===== config.mk =====
export PLATFORM = sky130hd
export DESIGN_NAME = audio_pcm_out_flat
export DESIGN_NICKNAME = d
export VERILOG_FILES = /design/src/rtl/audio_pcm_out_if.sv /design/src/rtl/audio_pcm_out.sv /design/src/flat_wrapper.sv
export SDC_FILE = /design/constraint.sdc
export NUM_CORES = 1
export LEC_CHECK = 0
export CAP_MARGIN = 0
export CELL_PAD_IN_SITES_DETAIL_PLACEMENT = 0
export CELL_PAD_IN_SITES_GLOBAL_PLACEMENT = 1
export CORE_ASPECT_RATIO = 1.4
export CORE_MARGIN = 8
export CORE_UTILIZATION = 40
export CTS_CLUSTER_DIAMETER = 150
export CTS_CLUSTER_SIZE = 10
export DETAILED_ROUTE_END_ITERATION = 12
export HOLD_SLACK_MARGIN = 0.08
export PLACE_DENSITY_LB_ADDON = 0.1
export SLEW_MARGIN = 20
export SYNTH_ARGS = -nofsm -noshare
export SYNTH_HDL_FRONTEND = slang
export SYNTH_SLANG_ARGS = --single-unit

===== constraint.sdc =====
create_clock -name clk -period 6.9 [get_ports clk]
set_input_delay 1.38 -clock clk [delete_from_list [all_inputs] [get_ports clk]]
set_output_delay 1.38 -clock clk [all_outputs]
set_load 0.05 [all_outputs]

===== src/rtl/audio_pcm_out_if.sv =====
// ============================================================================
// audio_pcm_out_if : Wishbone register-bus bundle for audio_pcm_out.  Rev 1.0
// ============================================================================
`default_nettype none

interface audio_pcm_out_if #(
   parameter int DW = 32
);
   logic [1:0]    wb_addr;
   logic [DW-1:0] wb_rdata;
   logic [DW-1:0] wb_wdata;
   logic          wb_we;
   logic          wb_cyc;
   logic          wb_ack;

   modport slave (
      input  wb_addr,
      input  wb_wdata,
      input  wb_we,
      input  wb_cyc,
      output wb_rdata,
      output wb_ack
   );

   modport master (
      output wb_addr,
      output wb_wdata,
      output wb_we,
      output wb_cyc,
      input  wb_rdata,
      input  wb_ack
   );
endinterface

`default_nettype wire


===== src/rtl/audio_pcm_out.sv =====
// ============================================================================
// audio_pcm_out : Wishbone-fed stereo I2S transmitter with a sample FIFO.
// Macro AUDIO_PCM_OUT_SOF_CNT_EN adds the per-USB-frame pop counter (reg 3).
// Rev 1.0
// ============================================================================
`default_nettype none

module audio_pcm_out #(
   parameter int DW         = 32,
   parameter int FIFO_DEPTH = 16
) (
   input  wire logic       clk,
   input  wire logic       rst_n,
   audio_pcm_out_if.slave  wb,
   input  wire logic       usb_sof,
   output logic            i2s_bclk,
   output logic            i2s_lrck,
   output logic            i2s_sdata
);

   localparam int AW = $clog2(FIFO_DEPTH);

   typedef logic [AW-1:0] ptr_t;
   typedef logic [AW:0]   lvl_t;
   typedef enum logic [0:0] {ST_IDLE = 1'b0, ST_RUN = 1'b1} state_t;

   state_t        state;
   state_t        state_nxt;
   logic          start;

   logic          ack_q;
   logic [DW-1:0] rdata_q;
   logic [DW-1:0] rd_mux;

   logic          enable;
   logic          en_nxt;
   logic          underrun;
   logic          overflow;
   logic [7:0]    div_reg;
   logic [7:0]    div_act;
   logic [7:0]    div_cnt;
   logic [4:0]    bit_cnt;
   logic [31:0]   shreg;

   logic [31:0]   mem [FIFO_DEPTH];
   ptr_t          wr_ptr;
   ptr_t          rd_ptr;
   lvl_t          level;

   logic          wr_stb;
   logic          csr_wr;
   logic          data_wr;
   logic          div_wr;
   logic          flush;
   logic          full;
   logic          empty;
   logic          push;
   logic          pop;
   logic          fall;
   logic          frame;
   logic [31:0]   pop_word;

   // Register writes land on the ack cycle so each access acts exactly once.
   assign wr_stb   = wb.wb_cyc & wb.wb_we & ack_q;
   assign csr_wr   = wr_stb && (wb.wb_addr == 2'd0);
   assign data_wr  = wr_stb && (wb.wb_addr == 2'd1);
   assign div_wr   = wr_stb && (wb.wb_addr == 2'd2);
   assign flush    = csr_wr & wb.wb_wdata[3];
   assign en_nxt   = csr_wr ? wb.wb_wdata[0] : enable;

   assign full     = (level == lvl_t'(FIFO_DEPTH));
   assign empty    = (level == '0);
   assign push     = data_wr & ~full;
   assign fall     = (state == ST_RUN) && en_nxt && (div_cnt == div_act) && i2s_bclk;
   assign frame    = start | (fall && (bit_cnt == 5'd31));
   assign pop      = frame & ~empty;
   assign pop_word = pop ? mem[rd_ptr] : 32'h0;

   assign wb.wb_ack   = ack_q;
   assign wb.wb_rdata = rdata_q;

   always_ff @(posedge clk or negedge rst_n) begin
      if (!rst_n) begin
         state <= ST_IDLE;
      end else begin
         state <= state_nxt;
      end
   end

   always_comb begin
      state_nxt = state;
      start     = 1'b0;
      case (state)
         ST_IDLE: begin
            if (en_nxt) begin
               state_nxt = ST_RUN;
               start     = 1'b1;
            end
         end
         ST_RUN: begin
            if (!en_nxt) begin
               state_nxt = ST_IDLE;
            end
         end
         default: state_nxt = ST_IDLE;
      endcase
   end

`ifdef AUDIO_PCM_OUT_SOF_CNT_EN
   logic [15:0] sof_run;
   logic [15:0] sof_last;

   // A frame coinciding with the SOF pulse belongs to the new interval.
   always_ff @(posedge clk or negedge rst_n) begin
      if (!rst_n) begin
         sof_run  <= 16'd0;
         sof_last <= 16'd0;
      end else if (usb_sof) begin
         sof_last <= sof_run;
         sof_run  <= frame ? 16'd1 : 16'd0;
      end else if (frame) begin
         sof_run  <= sof_run + 16'd1;
      end
   end
`else
   logic unused_sof;
   assign unused_sof = usb_sof;
`endif

   always_comb begin
      rd_mux = '0;
      case (wb.wb_addr)
         2'd0: begin
            rd_mux[0]        = enable;
            rd_mux[1]        = underrun;
            rd_mux[2]        = overflow;
            rd_mux[8 +: AW+1] = level;
         end
         2'd2: rd_mux[7:0] = div_reg;
`ifdef AUDIO_PCM_OUT_SOF_CNT_EN
         2'd3: rd_mux[15:0] = sof_last;
`endif
         default: rd_mux = '0;
      endcase
   end

   always_ff @(posedge clk or negedge rst_n) begin
      if (!rst_n) begin
         ack_q   <= 1'b0;
         rdata_q <= '0;
      end else begin
         ack_q   <= wb.wb_cyc & ~ack_q;
         rdata_q <= (wb.wb_cyc && !ack_q) ? rd_mux : '0;
      end
   end

   always_ff @(posedge clk or negedge rst_n) begin
      if (!rst_n) begin
         enable   <= 1'b0;
         underrun <= 1'b0;
         overflow <= 1'b0;
         div_reg  <= 8'd3;
      end else begin
         enable <= en_nxt;
         if (div_wr) begin
            div_reg <= wb.wb_wdata[7:0];
         end
         if (csr_wr && wb.wb_wdata[1]) begin
            underrun <= 1'b0;
         end
         if (frame && empty) begin
            underrun <= 1'b1;
         end
         if (csr_wr && wb.wb_wdata[2]) begin
            overflow <= 1'b0;
         end
         if (data_wr && full) begin
            overflow <= 1'b1;
         end
      end
   end

   always_ff @(posedge clk) begin
      if (push) begin
         mem[wr_ptr] <= wb.wb_wdata[31:0];
      end
   end

   always_ff @(posedge clk or negedge rst_n) begin
      if (!rst_n) begin
         wr_ptr <= '0;
         rd_ptr <= '0;
         level  <= '0;
      end else if (flush) begin
         wr_ptr <= '0;
         rd_ptr <= '0;
         level  <= '0;
      end else begin
         if (push) begin
            wr_ptr <= wr_ptr + ptr_t'(1);
         end
         if (pop) begin
            rd_ptr <= rd_ptr + ptr_t'(1);
         end
         case ({push, pop})
            2'b10:   level <= level + lvl_t'(1);
            2'b01:   level <= level - lvl_t'(1);
            default: level <= level;
         endcase
      end
   end

   // Slot 0 still carries the previous right LSB, hence the one-bit I2S delay.
   always_ff @(posedge clk or negedge rst_n) begin
      if (!rst_n) begin
         div_act   <= 8'd3;
         div_cnt   <= 8'd0;
         bit_cnt   <= 5'd0;
         shreg     <= 32'h0;
         i2s_bclk  <= 1'b0;
         i2s_lrck  <= 1'b0;
         i2s_sdata <= 1'b0;
      end else if (!en_nxt) begin
         div_cnt   <= 8'd0;
         bit_cnt   <= 5'd0;
         shreg     <= 32'h0;
         i2s_bclk  <= 1'b0;
         i2s_lrck  <= 1'b0;
         i2s_sdata <= 1'b0;
      end else if (start) begin
         div_act   <= div_reg;
         div_cnt   <= 8'd0;
         bit_cnt   <= 5'd0;
         shreg     <= pop_word;
         i2s_bclk  <= 1'b0;
         i2s_lrck  <= 1'b0;
         i2s_sdata <= 1'b0;
      end else if (div_cnt == div_act) begin
         div_cnt  <= 8'd0;
         i2s_bclk <= ~i2s_bclk;
         if (i2s_bclk) begin
            i2s_sdata <= shreg[31];
            if (bit_cnt == 5'd31) begin
               bit_cnt  <= 5'd0;
               i2s_lrck <= 1'b0;
               shreg    <= pop_word;
               div_act  <= div_reg;
            end else begin
               bit_cnt  <= bit_cnt + 5'd1;
               i2s_lrck <= (bit_cnt >= 5'd15);
               shreg    <= {shreg[30:0], 1'b0};
            end
         end
      end else begin
         div_cnt <= div_cnt + 8'd1;
      end
   end

endmodule

`default_nettype wire


===== src/flat_wrapper.sv =====
// flat-port wrapper written by rule: the top's interface ports become plain ports
module audio_pcm_out_flat 
#(
   parameter int DW         = 32,
   parameter int FIFO_DEPTH = 16
)
  (clk, rst_n, usb_sof, i2s_bclk, i2s_lrck, i2s_sdata, wb_wb_addr, wb_wb_wdata, wb_wb_we, wb_wb_cyc, wb_wb_rdata, wb_wb_ack);
  audio_pcm_out_if #(.DW(DW)) wb_i ();
  input  wire logic clk;
  input  wire logic rst_n;
  input  wire logic usb_sof;
  output logic i2s_bclk;
  output logic i2s_lrck;
  output logic i2s_sdata;
  input wire logic [$bits(wb_i.wb_addr)-1:0] wb_wb_addr;
  input wire logic [$bits(wb_i.wb_wdata)-1:0] wb_wb_wdata;
  input wire logic [$bits(wb_i.wb_we)-1:0] wb_wb_we;
  input wire logic [$bits(wb_i.wb_cyc)-1:0] wb_wb_cyc;
  output wire logic [$bits(wb_i.wb_rdata)-1:0] wb_wb_rdata;
  output wire logic [$bits(wb_i.wb_ack)-1:0] wb_wb_ack;
  assign wb_i.wb_addr = wb_wb_addr;
  assign wb_i.wb_wdata = wb_wb_wdata;
  assign wb_i.wb_we = wb_wb_we;
  assign wb_i.wb_cyc = wb_wb_cyc;
  assign wb_wb_rdata = wb_i.wb_rdata;
  assign wb_wb_ack = wb_i.wb_ack;
  audio_pcm_out #(.DW(DW), .FIFO_DEPTH(FIFO_DEPTH)) u_core (.clk(clk), .rst_n(rst_n), .wb(wb_i), .usb_sof(usb_sof), .i2s_bclk(i2s_bclk), .i2s_lrck(i2s_lrck), .i2s_sdata(i2s_sdata));
endmodule

==> flow_summary.ini, run 1 <==
[run]
cap_violations = 0

[detailed_routing]
drt-vias-per-instance = 5.551
post-route-drc-count = 0
ant_nets = 0
drt_iter0_drc = 866
dr.pass1.iters = 7
drt_wl_total_um = 56380
vias = 11620
wl_per_cell_um = 26.94

[place]
io_buffers = 54
place_congestion = 0.7419
dp_hpwl_um = 32150

[clocking]
worstSkewPairLatency_ns = 0.60
cts_max_level = 3
cts_tree = built
cts_buffers = 70
clk_pin_slew_ns = 0.05
clockBufferDepth = 3
clock-sinks = 606
hold_buffers = 0
post_cts_buffers = 0
root_buffer = clkbuf_16
cts-resized-gates = 0

[min_path]
hold_path.class = flop to flop

[timing]
slew_headroom = 0.3057
slew_viol_final = 0
fin_skew_ns = 0.01625
fmax_ghz = 0.2155
tightest_slew_ns = 1.041
finalSetupTns_ns = 0
min_period_ns = 4.641
worst_hold_slack_ns = 0.4782
hold_viol_final = 0
finalCritPeriodShare = 0.6727
finalSetupViolCount = 0
rsz0062_at_grt = no

[status]
status = finished, final reports clean

[setup_path]
critPathMaxFanout = 25
critPathLaunchType = primary input
end_kind = flop
cp.arrival_ns = 5.15
path_class = primary input to flop
cp_data_required_time_ns = 7.41

[floorplanning]
rows = 106
fp.dieArea_um2 = 67830
core_um2 = 59420
chipWidth_um = 222.4
start_util = 0.4015
dieHeight_um = 305.0
io_pins = 75

[power_and_ir_drop]
irDropWorstVdd_v = 0.0003185
leakagePower_nw = 9.079
power_density_nw_per_um2 = 358.9

[finish]
largest_reg_flops = 512
nets = 1356
multi_input_area_um2 = 5813
register_area_um2 = 17740
final_cell_mix = 512 x edfxtp_1, 137 x mux4_2, 88 x dfrtp_1
drive_gt1_frac = 0.2201
nFillCells = 5092
regMostFlops = u_core.mem
areaGrowthSynthToFinish_pct = 14.71
final_common_cell = edfxtp_1

[synth]
ys_async_sr_fraction = 0.1551
synth_edf_count = 512
avgSynthCellArea_um2 = 19.77
synth-main-ff-cell = edfxtp_1
ys_seq_area_frac = 0.7432
synth_cell_types = 62
yosysWarnings = 0
synth-seq-cells = 606
syn_inst = 1207
syn_area_um2 = 23860

[global_routing]
antenna_found_initial = 1
grt_max_degree = 96
grt_pass1_wl_um = 84460
grt_usage = 0.1684
grt_pass1_vias = 12480
grt-ovfl-total = 0
## power breakdown
group	total [mW]	internal, mW	switching [mW]
registers	4.34	4.15	0.198
logic	2.17	1.00	1.17
clock network	3.31	1.92	1.39
## worst paths after layout
| path | start | endpoint | slack (ns) | depth (start not counted) |
|---|---|---|---|---|
| max in group asynchronous | rst_n | u_core.rd_ptr[1] | 4.92 | 2 |
| min in group asynchronous | rst_n | u_core.wb.wb_rdata[6] | 0.72 | 1 |
| worst min register to register | u_core.underrun | u_core.underrun | 0.48 | 2 |
| worst max-delay path | wb_wb_wdata[0] | u_core.level[2] | 2.26 | 13 |
| worst max register to register | u_core.bit_cnt[1] | u_core.level[2] | 3.04 | 16 |
| worst min-delay path | u_core.underrun | u_core.underrun | 0.48 | 2 |
## stage by stage
stage	cell area (um^2)	power [mW]	instances	setup slack (ns)	utilization
2_1_floorplan	23930	5.964	1225	1.134	-
3_3_place_gp	25360	6.630	1990	1.693	0.4267
3_5_place_dp	25370	6.647	1990	1.689	0.4270
4_1_cts	27360	9.996	2092	2.322	0.4605
5_1_grt	27360	10.26	2092	2.022	0.4605
6_report	27370	9.823	2093	2.259	0.4606
## final cells by class
cell class              count  area share
flip-flops and latches    606      0.6482
inverters                  17    0.002332
clock buffers              95     0.06822
clock inverters             7    0.004526
repair buffers             87     0.02963
well taps                 756     0.03456
diodes                      1  0.00009144
multi-input cells         524      0.2124
## cell usage after synthesis (all sizes together) (11+ instances only)
master,n,area (um^2)
mux2,17,191.4
mux4,137,3085
nand2,40,152.6
ha,11,137.6
inv,16,60.06
a21oi,27,135.1
buf,52,344.1
edfxtp,512,15370
o22ai,11,68.82
o31ai,15,131.4
clkbuf,26,97.59
and3,15,93.84
xor2,11,96.34
o21ai,11,55.05
nor2,30,112.6
nand3,34,170.2
o221ai,11,96.34
a22oi,28,210.2
mux2i,29,290.3
dfrtp,90,2252
xnor2,13,113.9
## cell families after synthesis
| group | after synthesis | share of synthesized area |
|---|---|---|
| buffers and inverters | 95 | 0.02119 |
| other | 1 | 0.0001572 |
| and+or+nand+nor | 169 | 0.03640 |
| adders and majority gates | 11 | 0.005769 |
| muxes | 183 | 0.1495 |
| AOI/OAI and AO/OA | 118 | 0.03493 |
| DFF | 606 | 0.7432 |
| xor gates and xnor gates | 24 | 0.008811 |
## layer usage
layer  wire [um]  vias to the layer above  GRT usage  part of all wire
li1            -                     5070          -                 -
met1       23320                     6198     0.2157              0.41
met2       29310                      270     0.2916              0.52
met3        2491                       79    0.02624             0.044
met4        1245                        2    0.05399             0.022
met5          13                        -          0           0.00023
## critical path, stage by stage
cell	delay, ns
clkdlybuf4s50_1	0.93
and3_1	0.32
o21a_1	0.14
buf_4	0.30
nand2_1	0.47
inv_1	0.21
ha_1	0.34
xor2_1	0.18
ha_1	0.20
a21oi_1	0.06
xor2_1	0.16
or3_1	0.31
a21oi_1	0.14
Power figures use the tool's default switching activity.
==> run 2, diff against run 1 <==
Clock period 6.9 ns to 4.1 ns, I/O delays scaled along.
==> flow_summary.ini, run 2 (synthesis gave the netlist of run 1 again) <==
[setup_path]
r2r-end = u_core.level[2]
reg2reg_depth = 15
crit_chain = clkdlybuf4s50_1 > and4b_1 > a21boi_0 > o21a_1 > nand2_1 > inv_1 > ha_1 > xor2_1 > ha_1 > a21oi_1 > xor2_1 > or3_1 > a21oi_1
r2r_start = u_core.bit_cnt[0]
cp.arrival_ns = 3.65
rrSetupSlack_ns = 1.03
path_buf_inv = 2
crit_path_top_delay_cell = clkdlybuf4s50_1
critical_path.top_delay_family = compound AO/OA/AOI/OAI gates
critPathLaunchType = primary input
path_class = primary input to flop
critPathMaxFanout = 8
cpPeakStageDelay_ns = 0.55
end_kind = flop
cp_data_required_time_ns = 4.61

[global_routing]
grt_pass1_vias = 12640
grt_pass1_wl_um = 85290
grt_usage = 0.1702
grt-ovfl-total = 0
antenna_found_initial = 2
grt_max_degree = 57

[floorplanning]
rows = 106
fp.dieArea_um2 = 67830
dieHeight_um = 305.0
io_pins = 75
core_um2 = 59420
start_util = 0.4015
chipWidth_um = 222.4

[detailed_routing]
vias = 11720
drt_iter0_drc = 788
drt-vias-per-instance = 5.515
drt_wl_total_um = 57050
wl_per_cell_um = 26.84
dr.pass1.iters = 5
ant_nets = 0
post-route-drc-count = 0

[power_and_ir_drop]
power_density_nw_per_um2 = 599.7
leakagePower_nw = 9.210
irDropWorstVdd_v = 0.0003125

[place]
io_buffers = 54
dp_hpwl_um = 31990
place_congestion = 0.7193
placed_area_um2 = 25710

[timing]
finalSetupTns_ns = 0
slew_headroom = 0.4812
fin_skew_ns = 0.01887
finalSetupViolCount = 0
tightest_slew_ns = 0.7771
fmax_ghz = 0.3188
finalCritPeriodShare = 0.7651
hold_viol_final = 0
rsz0062_at_grt = no
slew_viol_final = 0
min_period_ns = 3.137

[finish]
nets = 1372
diodes = 0
multi_input_area_um2 = 5789
final_common_cell = edfxtp_1
regMostFlops = u_core.mem
nFillCells = 5009
final_cell_mix = 512 x edfxtp_1, 137 x mux4_2, 88 x dfrtp_1
register_area_um2 = 17740
largest_reg_flops = 512
areaGrowthSynthToFinish_pct = 16.15
final_util = 0.4664
final_cell_area_um2 = 27710
drive_gt1_frac = 0.2241

[clocking]
post_cts_buffers = 0
cts_tree = built
clk_pin_slew_ns = 0.06
hold_buffers = 0
cts-resized-gates = 0
cts_max_level = 3
clock-sinks = 606
cts_buffers = 70
clockBufferDepth = 3
root_buffer = clkbuf_16
worstSkewPairLatency_ns = 0.59

[run]
cap_violations = 0

[min_path]
hold_path.class = primary input to async pin

[status]
status = finished, final reports clean
## run 2: cell count changes in the layout (fill, tap and decap cells not counted)
cell	delta
nor4_4	-2
buf_4	-3
nor3_4	-1
diode_2	-1
clkbuf_1	+21
nor4_2	+2
buf_12	+19
clkinv_8	-3
nor3_2	+1
inv_6	+1
clkbuf_16	-1
## run 2: worst max-delay path by stage
stage | start | to | slack (ns) | cells after the start
after floorplan | wb_wb_we | u_core.mem[0][0] | -1.11 | 4
after global placement | wb_wb_addr[0] | u_core.level[4] | 0.35 | 14
after detailed placement | wb_wb_addr[0] | u_core.level[4] | 0.34 | 14
after CTS | wb_wb_addr[0] | u_core.level[2] | 0.97 | 13
after global routing | wb_wb_addr[0] | u_core.level[2] | 0.67 | 13
final | wb_wb_addr[0] | u_core.level[2] | 0.96 | 13
## run 2: metrics by stage
step           instances  hold WS (ns)  worst slack, ns  total power [mW]
6_report            2126        0.2984           0.9630             16.62
5_1_grt             2126        0.3488           0.6734             17.35
4_1_cts             2126        0.2992           0.9678             16.88
3_5_place_dp        2006        0.4803           0.3360             11.22
3_3_place_gp        2006        0.4812           0.3472             11.21
2_1_floorplan       1225        0.4473           -1.106             10.04
## run 2: where the power goes
group	switching (mW)	total, mW	internal (mW)
Combinational	1.94	3.69	1.74
Sequential	0.341	7.32	6.98
Clock	2.36	5.62	3.26
## run 2: area by class of cell
cell class | count | area share
timing repair buffer | 103 | 0.04217
tap | 756 | 0.03413
inverter | 17 | 0.002303
clock buffer | 115 | 0.06931
sequential | 606 | 0.6401
clock inverter | 5 | 0.003025
multi-input combinational | 524 | 0.2089
## run 2: metal layers
layer / vias up / global-route usage / wire length [um] / part of all wire
li1: 5117 / - / - / -
met4: 2 / 0.05337 / 1263 / 0.022
met2: 234 / 0.3035 / 30120 / 0.53
met3: 88 / 0.02557 / 2030 / 0.036
met1: 6283 / 0.2115 / 23630 / 0.41
met5: - / 0 / 9 / 0.00016
==> run 3, diff against run 2 <==
Clock period 4.1 ns to 3.1 ns, I/O delays scaled along.
==> flow_summary.ini, run 3 (synthesis gave the netlist of run 1 again) <==
[power_and_ir_drop]
power_switching_mw = 6.262
leakagePower_nw = 9.549
clkPwrFrac = 0.338
switching_share = 0.2767
seqPwrFrac = 0.427
p_int_mw = 16.36
comb_power_share = 0.235
power_density_nw_per_um2 = 795.6
irDropWorstVdd_v = 0.0004276
total_power_mw = 22.63

[floorplanning]
start_util = 0.4015
rows = 106
io_pins = 75
chipWidth_um = 222.4
fp.dieArea_um2 = 67830
core_um2 = 59420
dieHeight_um = 305.0

[timing]
tightest_slew_ns = 0.8449
slew_viol_final = 0
finalCritPeriodShare = 0.8935
min_period_ns = 2.770
worst_hold_slack_ns = 0.4906
rsz0062_at_grt = no
slew_headroom = 0.4368
finalSetupViolCount = 0
fmax_ghz = 0.3610
hold_viol_final = 0
fin_skew_ns = 0.01125

[place]
place_congestion = 0.7221
dp_hpwl_um = 35770
io_buffers = 54

[detailed_routing]
wl_per_cell_um = 26.26
drt_wl_total_um = 57220
ant_nets = 0
drt-vias-per-instance = 5.464
vias = 11910
dr.pass1.iters = 5
post-route-drc-count = 0
drt_iter0_drc = 912

[clocking]
worstSkewPairLatency_ns = 0.59
clockBufferDepth = 3
cts_max_level = 3
cts_tree = built
clock-sinks = 606
clk_pin_slew_ns = 0.06
root_buffer = clkbuf_16
cts_buffers = 70

[finish]
final_common_cell = edfxtp_1
final_cell_mix = 512 x edfxtp_1, 137 x mux4_2, 85 x dfrtp_1
nets = 1423
diodes = 0
regMostFlops = u_core.mem
largest_reg_flops = 512
drive_gt1_frac = 0.2572
areaGrowthSynthToFinish_pct = 19.19

[global_routing]
grt_max_degree = 38
antenna_found_initial = 0
grt_usage = 0.1693
grt-ovfl-total = 0
grt_pass1_wl_um = 85120
grt_pass1_vias = 12650

[setup_path]
critPathLaunchType = flop
cp_data_required_time_ns = 3.61
end_kind = flop
cp.arrival_ns = 3.28
startpoint = u_core.bit_cnt[1]
path_class = flop to flop
critPathMaxFanout = 4
r2r_start = u_core.bit_cnt[1]

[run]
cap_violations = 0

[min_path]
worstHoldStart = u_core.underrun
hold_path.class = flop to flop

[status]
status = finished, final reports clean
[run 3: cell count changes in the layout (fill, tap and decap cells not counted), moves of 4 or more]
cell | before | now
nor3_4 | 0 | 4
nor4_2 | 6 | 2
nor4_4 | 0 | 4
clkbuf_16 | 70 | 75
nor3_2 | 4 | 0
buf_12 | 21 | 34
buf_4 | 29 | 66
[run 3: final timing paths]
| kind | endpoint | slack, ns | depth (start not counted) |
|---|---|---|---|
| worst min-delay path | u_core.underrun | 0.49 | 2 |
| worst max register to register | u_core.level[2] | 0.33 | 15 |
| worst max-delay path | u_core.level[2] | 0.33 | 15 |
| min in group asynchronous | u_core.wb.wb_rdata[2] | 0.56 | 2 |
| max in group asynchronous | u_core.div_act[0] | 1.76 | 3 |
| worst min register to register | u_core.underrun | 0.49 | 2 |
[run 3: layer usage]
| metal | GRT usage | routed length (um) | up-vias |
|---|---|---|---|
| li1 | - | - | 5225 |
| met5 | 0 | 0 | - |
| met3 | 0.02605 | 2150 | 72 |
| met4 | 0.05721 | 1347 | 0 |
| met1 | 0.2142 | 23820 | 6356 |
| met2 | 0.2953 | 29900 | 254 |
[run 3: power by group through the flow]
| stage | sequential [mW] | clock [mW] | combinational, mW |
|---|---|---|---|
| 2_1_floorplan | 9.61 | 0 | 3.69 |
| 6_report | 9.67 | 7.65 | 5.31 |
| 3_3_place_gp | 9.84 | 0 | 5.46 |
| 5_1_grt | 9.72 | 8.17 | 5.73 |
| 3_5_place_dp | 9.84 | 0 | 5.45 |
| 4_1_cts | 9.68 | 7.90 | 5.46 |
[run 3: per-stage QoR]
stage	area, um^2	utilization	instances	TNS [ns]	worst slack [ns]
after floorplan	24010	-	1225	-72.43	-0.5658
after global placement	26300	0.4426	2055	-2.435	-0.1819
after detailed placement	26300	0.4426	2055	-3.880	-0.1726
after CTS	28410	0.4782	2178	0	0.1670
after global routing	28440	0.4786	2179	0	0.04365
final	28440	0.4786	2179	0	0.3303
[run 3: layout make-up]
cell class	count	area, um^2
Inverter	17	63.81
Clock inverter	3	58.81
Clock buffer	119	2042
Fill cell	4978	30980
Multi-Input combinational cell	524	5867
Sequential cell	606	17740
Timing Repair Buffer	154	1717
Tap cell	756	945.9
[run 3: worst max-delay path, cell delays in order, from the launching register on]
cell,delay (ns)
dfrtp_2,0.41
ha_4,0.17
nand3_1,0.10
inv_1,0.08
ha_2,0.20
nand2_1,0.11
o31ai_4,0.21
nand2_1,0.11
inv_1,0.09
ha_1,0.19
xor2_1,0.16
ha_2,0.20
a21oi_1,0.06
xor2_1,0.16
or3_1,0.31
a21oi_1,0.14
[run 3: timing repair]
action,4_1_cts,5_1_grt
resized for setup,0,5
hold endpoints to repair,33,0
hold buffers,1,0
endpoints found under the setup margin,0,2
setup buffers,0,1
